**config.mk**
```make
export PLATFORM = sky130hd
export DESIGN_NAME = game_state_ctrl
export DESIGN_NICKNAME = d
export VERILOG_FILES = /design/src/rtl/game_state_ctrl.sv
export SDC_FILE = /design/constraint.sdc
export NUM_CORES = 1
export LEC_CHECK = 0
export CAP_MARGIN = 10
export CORE_MARGIN = 2
export CORE_UTILIZATION = 50
export DETAILED_ROUTE_END_ITERATION = 7
export DONT_BUFFER_PORTS = 1
export PLACE_DENSITY = 0.7
export SYNTH_ARGS = -nofsm -noshare
export SYNTH_HDL_FRONTEND = slang
export SYNTH_SLANG_ARGS = --single-unit
export TNS_END_PERCENT = 10
```
**constraint.sdc**
```tcl
create_clock -name clk -period 2.2 [get_ports clk]
set_input_delay 0.44 -clock clk [delete_from_list [all_inputs] [get_ports clk]]
set_output_delay 0.44 -clock clk [all_outputs]
set_load 0.01 [all_outputs]
```
**src/rtl/game_state_ctrl.sv**
```systemverilog
// Game-flow controller: three synchronised/debounced buttons drive a
// START/MENU/PLAY/PAUSE/FINISH machine with a song cursor and FINISH timeout.
module game_state_ctrl #(
    parameter int NUM_SONGS       = 4,
    parameter int SONG_W          = $clog2(NUM_SONGS),
    parameter int DEBOUNCE_CYCLES = 16,
    parameter int FINISH_TIMEOUT  = 1000
) (
    input  logic              clk,
    input  logic              rst,
    input  logic              red_button,
    input  logic              blue_button,
    input  logic              yellow_button,
    input  logic              finish,
    output logic [2:0]        state,
    output logic [SONG_W-1:0] song_sel,
    output logic [SONG_W-1:0] song_confirm,
    output logic              song_start,
    output logic              play_en,
    output logic              paused
);

    localparam int CNT_W = $clog2(DEBOUNCE_CYCLES + 1);
    localparam int TO_W  = (FINISH_TIMEOUT > 1) ? $clog2(FINISH_TIMEOUT) : 1;
    localparam int BTN_RED    = 0;
    localparam int BTN_BLUE   = 1;
    localparam int BTN_YELLOW = 2;

    typedef enum logic [2:0] {
        S_START  = 3'd0,
        S_MENU   = 3'd1,
        S_PLAY   = 3'd2,
        S_PAUSE  = 3'd3,
        S_FINISH = 3'd4
    } state_t;

    state_t            r_state;
    state_t            w_state_next;
    logic [SONG_W-1:0] r_song_sel;
    logic [SONG_W-1:0] w_song_sel_next;
    logic [SONG_W-1:0] r_song_confirm;
    logic [SONG_W-1:0] w_song_confirm_next;
    logic              r_song_start;
    logic              w_song_start_next;
    logic              r_play_en;
    logic              r_paused;
    logic [2:0]        w_raw;
    logic [2:0]        w_press;
    logic              w_timeout;

    assign w_raw = {yellow_button, blue_button, red_button};

    genvar gi;
    generate
        for (gi = 0; gi < 3; gi++) begin : g_btn
            logic             r_sync1;
            logic             r_sync2;
            logic             r_deb;
            logic             r_deb_prev;
            logic [CNT_W-1:0] r_cnt;

            always_ff @(posedge clk) begin
                if (rst) begin
                    r_sync1    <= 1'b0;
                    r_sync2    <= 1'b0;
                    r_deb      <= 1'b0;
                    r_deb_prev <= 1'b0;
                    r_cnt      <= '0;
                end else begin
                    r_sync1    <= w_raw[gi];
                    r_sync2    <= r_sync1;
                    r_deb_prev <= r_deb;
                    if (r_sync2 == r_deb) begin
                        r_cnt <= '0;
                    end else if (r_cnt == CNT_W'(DEBOUNCE_CYCLES - 1)) begin
                        // This edge is the DEBOUNCE_CYCLES-th stable mismatch.
                        r_deb <= r_sync2;
                        r_cnt <= '0;
                    end else begin
                        r_cnt <= r_cnt + CNT_W'(1);
                    end
                end
            end

            assign w_press[gi] = r_deb & ~r_deb_prev;
        end

        if (FINISH_TIMEOUT > 0) begin : g_timeout
            logic [TO_W-1:0] r_to_cnt;

            // Held at zero outside FINISH, so it starts clean on every entry.
            always_ff @(posedge clk) begin
                if (rst || r_state != S_FINISH) begin
                    r_to_cnt <= '0;
                end else if (!w_timeout) begin
                    r_to_cnt <= r_to_cnt + TO_W'(1);
                end
            end

            assign w_timeout = (r_state == S_FINISH) &&
                               (r_to_cnt == TO_W'(FINISH_TIMEOUT - 1));
        end else begin : g_no_timeout
            assign w_timeout = 1'b0;
        end
    endgenerate

    always_comb begin
        w_state_next        = r_state;
        w_song_sel_next     = r_song_sel;
        w_song_confirm_next = r_song_confirm;
        w_song_start_next   = 1'b0;
        case (r_state)
            S_START: begin
                if (w_press[BTN_RED]) w_state_next = S_MENU;
            end
            S_MENU: begin
                if (w_press[BTN_YELLOW]) begin
                    w_state_next        = S_PLAY;
                    w_song_confirm_next = r_song_sel;
                    w_song_start_next   = 1'b1;
                end else if (w_press[BTN_BLUE]) begin
                    if (r_song_sel == SONG_W'(NUM_SONGS - 1))
                        w_song_sel_next = '0;
                    else
                        w_song_sel_next = r_song_sel + SONG_W'(1);
                end
            end
            S_PLAY: begin
                if (finish)                 w_state_next = S_FINISH;
                else if (w_press[BTN_BLUE]) w_state_next = S_PAUSE;
            end
            S_PAUSE: begin
                if (w_press[BTN_RED])       w_state_next = S_MENU;
                else if (w_press[BTN_BLUE]) w_state_next = S_PLAY;
            end
            S_FINISH: begin
                if (w_press[BTN_YELLOW] || w_timeout) w_state_next = S_MENU;
            end
            default: w_state_next = S_START;
        endcase
    end

    always_ff @(posedge clk) begin
        if (rst) begin
            r_state        <= S_START;
            r_song_sel     <= '0;
            r_song_confirm <= '0;
            r_song_start   <= 1'b0;
            r_play_en      <= 1'b0;
            r_paused       <= 1'b0;
        end else begin
            r_state        <= w_state_next;
            r_song_sel     <= w_song_sel_next;
            r_song_confirm <= w_song_confirm_next;
            r_song_start   <= w_song_start_next;
            r_play_en      <= (w_state_next == S_PLAY);
            r_paused       <= (w_state_next == S_PAUSE);
        end
    end

    assign state        = r_state;
    assign song_sel     = r_song_sel;
    assign song_confirm = r_song_confirm;
    assign song_start   = r_song_start;
    assign play_en      = r_play_en;
    assign paused       = r_paused;

endmodule

```
Word-level counts from Yosys, hierarchy flattened
Cells that the tools add are included.
Word-level totals
  RAM bits: 0
  bits of input ports: 6
  word-level logic and storage cells: 76
  ROM bits: 0
  register bits: 47
  output and inout bits: 10
  memories kept: 0
  bits in latches: 0
Cells by class
  multiply operators: 0
  eq/ne operators: 15
  $lt $le $gt $ge: 0
  mux-type cells: 10
  divide/modulo/power cells: 0
  reductions and logical operators: 13
  bitwise logic cells: 11
  shift-type cells: 0
  add/subtract/negate cells: 5
Operator list (count)
  two-way mux 3 bit: 7
  adder 5 x 1 -> 5 bit, second input constant: 3
  equality test 5 x 4 -> 1 bit, second input constant: 3
  one-hot mux 3 bit (5 select lines): 1
  equality test 3 x 2 -> 1 bit, second input constant: 4
  adder 10 x 1 -> 10 bit, second input constant: 1
  equality test 10 bit, second input constant: 1
  OR reduction 3 bit: 3
  NOT 1 bit: 8
  AND reduction 2 bit: 4
  bitwise AND 1 bit: 3
  equality test 1 bit: 3
  equality test 3 x 1 -> 1 bit, second input constant: 1
  equality test 3 bit, second input constant: 1
  zero test 3 bit: 1
  inequality test 3 bit, second input constant: 1
  AND reduction 3 bit: 1
  adder 2 x 1 -> 2 bit, second input constant: 1
  equality test 2 bit, second input constant: 1
  logical OR 1 bit: 2
  two-way mux 2 bit: 1
  OR reduction 2 bit: 1
  logical AND 1 bit: 1
  two-way mux 1 bit: 1

Logic depth before layout (Yosys ltp)
Gate-level depths: netlist of run 1.
  depth in word-level cells: 6
  depth in mapped cells: 5
  depth with buffers taken out: 5

Least setup slack after synthesis of run 1
OpenSTA, ideal clock, no wires.
  path type: flip-flop to flip-flop
  from: reg r_state[2] (netlist: state[2])
  to: reg r_state[2] (netlist: state[2])
  clock period less this slack: 1.803 ns
  arrival: 1.668 ns
  path buffers: 1
  library setup time: 0.135 ns
  stages on the path, launching flop included: 6
  path slack: 0.397 ns
  data required time: 2.065 ns
  cells stage by stage: dfxtp_1 -> buf_6 -> or3b_4 -> or4_4 -> a31oi_1 -> a211oi_1
On the way
  cells in the longest elaborated chain, start to end: 5
  elaborated cells between the ends (all ways): 15
  classes of those cells: eq/ne: 4; mux: 8; reduce/logical: 3
Ends and longest elaborated chain
  start, declared: RTL line 37  | state_t r_state;
  start signal, assigned: RTL line 152  | r_state <= w_state_next;
  equality test 3 bit: RTL line 100, 112
  logical AND 1 bit: RTL line 100  | assign w_timeout = (r_state == S_FINISH) &&
  logical OR 1 bit: RTL line 137  | if (w_press[BTN_YELLOW] || w_timeout) w_state_next = S_MENU;
  two-way mux 3 bit: RTL line 137
  one-hot mux 3 bit (5 select lines) *: RTL line 112  | case (r_state)
Mark *: on every way between the ends. The rest lies on a longest branch, timed or not.
A chain may end at the register's enable or synchronous reset.

Worst setup path after layout of run 1
  from: reg r_state[0] (netlist: state[0])
  to: reg r_song_sel[0] (netlist: song_sel[0])
On the way
  cells in the longest elaborated chain, start to end: 2
Ends and longest elaborated chain
  equality test 3 x 1 -> 1 bit: RTL line 112
  AND reduction 3 bit (no line)
  end signal, assigned: RTL line 153  | r_song_sel <= w_song_sel_next;
  end, declared: RTL line 39  | logic [SONG_W-1:0] r_song_sel;
Every way passes these cells.

==> run_results.csv, run 1 <==
group,metric,value,unit
status,status,"finished clean",
clocking,cts_max_path_buffers,2,
clocking,cts_max_level,2,
sta,hold_ws,205,ps
route,viasPerCell,5.17,
worst_setup_path,end_kind,"register",
power,p_per_area,727,nW/µm²
route,firstDrtPassIters,4,
synth,ys_ff_latch,47,
hold_path,hold_start,"rst",
global_route,grt_start_max_net_pins,25,
global_route,grt_pass1_wl,4990,µm
sta,rsz0062_at_grt,"false",
floorplan,fp.dieArea,4270,µm²
floorplan,fp.coreArea,3630,µm²
sta,relSlewSlack,0.632,
synth,syn_area_per_cell,9.70,µm²
cells_and_area,syn_to_final_growth,7.45,%
route,ant_nets,0,
synth,yosysTopAreaCellShare,0.500,
synth,synth.area.top_cells,"dfxtp_1, nor2_1, ha_1, xnor2_1, nor2b_1",
worst_setup_path,cp.required,2430,ps
clocking,hold_buffers,0,
power,p_leak,0.000720,µW
floorplan,start_util,0.518,
hold_path,worstHoldPathType,"input pin to register",
place,place_ws,417,ps
route,vias,1266,
cells_and_area,n_antenna_cell,0,
cells_and_area,drive_gt1_frac,0.0711,
sta,tightest_slew,551,ps
cells_and_area,nFillCells,321,
route,drt_wl_total,2810,µm
clocking,cts_buffers,5,
clocking,cts_tree,"done",
synth,synth.net_count,208,
synth,ys_types,35,
clocking,path_clk_slew,80,ps
floorplan,fp.dieH,65.4,µm
place,hpwl,2080,µm
sta,finClkSkew,3.75,ps
place,io_buffer_count,0,
place,gp_congestion,0.731,
clocking,cts-root-buf,"clkbuf_8",
global_route,grt_pass1_vias,1182,
clocking,cts_resized,0,
worst_setup_path,cp-startpoint,"state[0]$_SDFF_PP0_",
global_route,antenna_found_initial,0,
synth,synth.largest_area_cell,"dfxtp_1",
sta,hold_violations,0,
clocking,insertion_delay,290,ps
sta,fin_setup_tns,0,ps
worst_setup_path,critPathKind,"register to register",
worst_setup_path,startpoint_type,"register",
synth,ys_seq_area_frac,0.500,
route,drt_iter0_drc,54,
synth,syn_area,1880,µm²
floorplan,die_w,65.4,µm
worst_setup_path,reg2reg_from,"state[0]$_SDFF_PP0_",
power,design_power_total,1470,µW
global_route,grt_use_total,0.151,
clocking,post_cts_buffers,0,
sta,slew_violations,0,
floorplan,core.rowCount,22,
synth,yosys_warnings,0,
worst_setup_path,cp.arrival,2070,ps
sta,period_needed,1830,ps
sta,finalWorstSetupSlack,366,ps
global_route,grt_overflow,0,
cells_and_area,nets,211,
run,drv_cap,0,
power,peakVddDrop,0.305,mV
clocking,clkSinkCount,47,
sta,period_share,0.834,
sta,max_freq,0.545,GHz
sta,setup_violations,0,
worst_setup_path,crit_path_max_fanout,10,
synth,syn-instance-count,194,
floorplan,io_pins,16,
route,drc,0,
route,wire_per_inst,11.5,µm
==> sequential cells by signal, summed over array words and instances (netlist names) <==
register	cells
g_btn.r_cnt	15
g_timeout.r_to_cnt	10
g_btn.r_deb	3
g_btn.r_deb_prev	3
g_btn.r_sync1	3
g_btn.r_sync2	3
state	3
song_confirm	2
song_sel	2
paused	1
play_en	1
song_start	1
==> per-stage QoR <==
stage	instances	util	area, µm²
after global placement	238	0.527	1920
after global routing	245	0.556	2020
after floorplan	194	-	1880
final	245	0.556	2020
after CTS	245	0.556	2020
after detailed placement	238	0.527	1920
==> metal layers <==
metal  part of all wire  GRT usage  vias up
met5                  0          0        -
li1                   -          -      649
met4              0.017     0.0547        0
met3              0.062     0.0565        5
met1               0.46      0.180      578
met2               0.46      0.247       34
==> worst paths after layout <==
| kind | end | slack, ps | depth (start not counted) |
|---|---|---|---|
| worst max-delay path | song_sel[0]$_SDFFE_PP0P_ | 370 | 4 |
| worst max register to register | song_sel[0]$_SDFFE_PP0P_ | 370 | 4 |
| worst min register to register | g_btn[0].r_sync2$_SDFF_PP0_ | 440 | 1 |
| worst min-delay path | g_btn[2].r_deb$_SDFFE_PP0P_ | 210 | 1 |
==> cells by family (layout without fill, tap and decap cells) <==
logic type | Yosys count | after routing | share of synthesized area
simple gates | 91 | 91 | 0.259
flops | 47 | 47 | 0.500
xor+xnor | 16 | 16 | 0.0745
compound gates | 13 | 13 | 0.0479
buf+inv | 13 | 16 | 0.0339
fa+ha+maj | 8 | 8 | 0.0532
mux | 6 | 6 | 0.0319
==> power by group <==
part	internal [µW]	switching, µW	leakage (µW)
sequential	857	3.37	0.000380
combinational	6.34	4.88	0.000289
clock	332	268	0.0000502
total	1190	276	0.000720
==> synth_stat cells, drive strengths merged <==
master   n
a31oi    1
and2b    1
a32oi    1
buf      3
o211a    1
xnor2   11
nand3b   1
ha       8
and3     3
a211oi   1
a22oi    1
nor3     5
mux2i    6
nand3    9
nor3b    2
a221oi   1
or3b     1
inv      8
nand2b   3
nor2b   12
dfxtp   47
nor4     1
nand2    9
nand4    1
and3b    1
xor2     5
nand4b   1
a21oi    6
or2      2
or3      7
or4      1
nor2    31
clkbuf   2
o21ai    1
==> area by class of cell <==
| type | count | area (µm²) | share of cell area |
|---|---|---|---|
| clock inverters | 2 | 37.5 | 0.0186 |
| clock buffers | 5 | 68.8 | 0.0340 |
| flip-flops and latches | 47 | 941 | 0.465 |
| multi-input cells | 134 | 877 | 0.434 |
| well taps | 48 | 60.1 | 0.0297 |
| inverters | 8 | 30.0 | 0.0149 |
| repair buffers | 1 | 7.51 | 0.00371 |
==> layout by cell type (no fill, tap or decap), types with 3 or more instances in the layout <==
cell type	n
inv_1	8
nand2b_1	3
mux2i_1	6
nor2_1	31
dfxtp_1	47
a21oi_1	6
nand2_1	9
ha_1	8
clkbuf_8	5
xnor2_1	11
nor2b_1	12
xor2_1	5
nor3_1	5
and3_1	3
nand3_1	9
or3_1	7
==> critical path, stage by stage (launching register included) <==
cell	delay [ps]
dfxtp_1	550
nor3b_1	530
nand3_1	220
or3_1	340
a21oi_1	140
Power figures use the tool's default switching activity.
==> inputs of run 2 (changes only) <==
- PLACE_DENSITY: 0.7 -> 0.73
- clock period: 2.2 -> 1.5 ns (I/O delays scaled with it)
==> run 2 against run 1 <==
Net effect: the flow now finishes with violations (negative setup slack); fmax grew 21%; via count rose by 6.6%; wire length is 14% higher; global-route usage increased by 1.5 points; critical endpoint is now state[2]$_SDFF_PP0_.
==> run_results.csv, run 2 (synthesis results as in run 1) <==
group,metric,value,unit
status,status,"finished, violations left",
status,violations,"negative setup slack",
route,firstDrtPassIters,4,
global_route,grt_use_total,0.166,
clocking,post_cts_buffers,0,
route,viasPerCell,5.09,
sta,max_freq,0.658,GHz
floorplan,fp.dieArea,4270,µm²
clocking,hold_buffers,0,
global_route,grt_pass1_wl,5370,µm
worst_setup_path,ff2ff_path_depth,4,
cells_and_area,post-route-util,0.616,
route,ant_nets,0,
hold_path,worstHoldPathType,"input pin to register",
worst_setup_path,end_kind,"register",
worst_setup_path,cp.arrival,1720,ps
floorplan,die_w,65.4,µm
sta,hold_violations,0,
clocking,cts_max_level,2,
route,wire_per_inst,12.1,µm
clocking,cts-root-buf,"clkbuf_8",
worst_setup_path,cp-startpoint,"state[2]$_SDFF_PP0_",
cells_and_area,drive_gt1_frac,0.258,
worst_setup_path,max_stage_delay,450,ps
route,drc,0,
worst_setup_path,reg2reg_from,"state[2]$_SDFF_PP0_",
global_route,antenna_found_initial,0,
sta,rsz0062_at_grt,"true",
cells_and_area,layout_common_cells,"dfxtp_1, nor2_1, buf_4",
cells_and_area,largest_reg_flops,15,
cells_and_area,top_regs,"g_btn.r_cnt x15, g_timeout.r_to_cnt x10",
place,hpwl,2300,µm
clocking,cts_buffers,5,
floorplan,start_util,0.518,
floorplan,fp.dieH,65.4,µm
cells_and_area,nets,230,
sta,finalWorstSetupSlack,-20.8,ps
sta,period_share,1.01,
worst_setup_path,cp.required,1700,ps
place,placedCellCount,257,
sta,hold_ws,50.6,ps
global_route,grt_pass1_vias,1310,
worst_setup_path,reg2reg_slack,-20,ps
sta,setup_violations,3,
power,peakVddDrop,0.562,mV
worst_setup_path,endpoint,"state[2]$_SDFF_PP0_",
route,drt_wl_total,3200,µm
power,design_power_total,2250,µW
cells_and_area,n_antenna_cell,0,
worst_setup_path,crit_path_max_fanout,4,
place,io_buffer_count,0,
worst_setup_path,crit_chain,"or3b_4 > or4_4 > a31oi_1 > a211oi_1",
run,drv_cap,0,
floorplan,fp.coreArea,3630,µm²
route,drt_iter0_drc,84,
clocking,cts_tree,"done",
cells_and_area,top_register,"g_btn.r_cnt",
worst_setup_path,r2r-end,"state[2]$_SDFF_PP0_",
hold_path,hold_start,"rst",
cells_and_area,instances_no_fill,265,
sta,finClkSkew,9.73,ps
worst_setup_path,critPathKind,"register to register",
clocking,clkSinkCount,47,
sta,period_needed,1520,ps
global_route,grt_overflow,0,
place,gp_congestion,0.715,
route,vias,1349,
cells_and_area,final_common_cell,"dfxtp_1",
sta,tightest_slew,333,ps
clocking,path_clk_slew,90,ps
global_route,grt_start_max_net_pins,25,
worst_setup_path,cpMaxStageDelayCell,"or4_4",
floorplan,core.rowCount,22,
cells_and_area,syn_to_final_growth,19.0,%
place,place_ws,-22.9,ps
worst_setup_path,startpoint_type,"register",
clocking,insertion_delay,300,ps
floorplan,io_pins,16,
power,p_leak,0.000834,µW
power,p_per_area,1000,nW/µm²
cells_and_area,nFillCells,298,
sta,slew_violations,0,
clocking,cts_max_path_buffers,2,
sta,relSlewSlack,0.776,
## run 2: cell types whose count changed in the layout (fill, tap and decap cells not counted), sizes merged
cell	change
clkbuf	+1
buf	+19
clkinvlp	-1
inv	+1
## run 2: report_power, final
group,total (µW),leakage [µW],internal (µW),switching [µW]
sequential,1260,0.000383,1260,4.66
clock,967,0.0000618,548,419
combinational,20.7,0.000389,11.4,9.33
total,2250,0.000834,1820,433
## run 2: area by class of cell
class / instances / area, µm² / area share
flip-flops and latches: 47 / 948 / 0.423
multi-input cells: 134 / 930 / 0.415
repair buffers: 20 / 150 / 0.0670
clock buffers: 6 / 82.6 / 0.0369
well taps: 48 / 60.1 / 0.0268
clock inverters: 2 / 38.8 / 0.0173
inverters: 8 / 30.0 / 0.0134
## run 2: repair_timing
action	4_1_cts	5_1_grt
endpoints found under the setup margin	18	25
gates resized for setup	5	15
pin swaps	0	4
## run 2: worst min-delay path by stage
| stage | to | depth (start not counted) |
|---|---|---|
| 4_1_cts | state[0]$_SDFF_PP0_ | 1 |
| 3_5_place_dp | state[0]$_SDFF_PP0_ | 1 |
| 5_1_grt | state[0]$_SDFF_PP0_ | 1 |
| 2_1_floorplan | g_btn[0].r_sync2$_SDFF_PP0_ | 1 |
| 3_3_place_gp | state[0]$_SDFF_PP0_ | 1 |
| 6_report | state[0]$_SDFF_PP0_ | 1 |
## run 2: metal layers
metal	part of all wire	vias to the layer above	global-route usage
met3	0.054	7	0.0599
met2	0.48	23	0.276
met5	0	-	0
met1	0.44	632	0.191
met4	0.018	0	0.0729
li1	-	687	-
## run 2: worst max-delay path, delay by kind of cell (launching register included)
| family | cells | cell delay [ps] |
|---|---|---|
| compound gates | 2 | 220 |
| flops | 1 | 340 |
| simple gates | 2 | 860 |
## run 2: stage by stage
| step | setup TNS [ps] | instance area (µm²) |
|---|---|---|
| after floorplan | -523 | 1880 |
| after CTS | -52.6 | 2200 |
| after global placement | 0 | 2060 |
| final | -40.6 | 2240 |
| after global routing | -718 | 2240 |
| after detailed placement | -140 | 2060 |
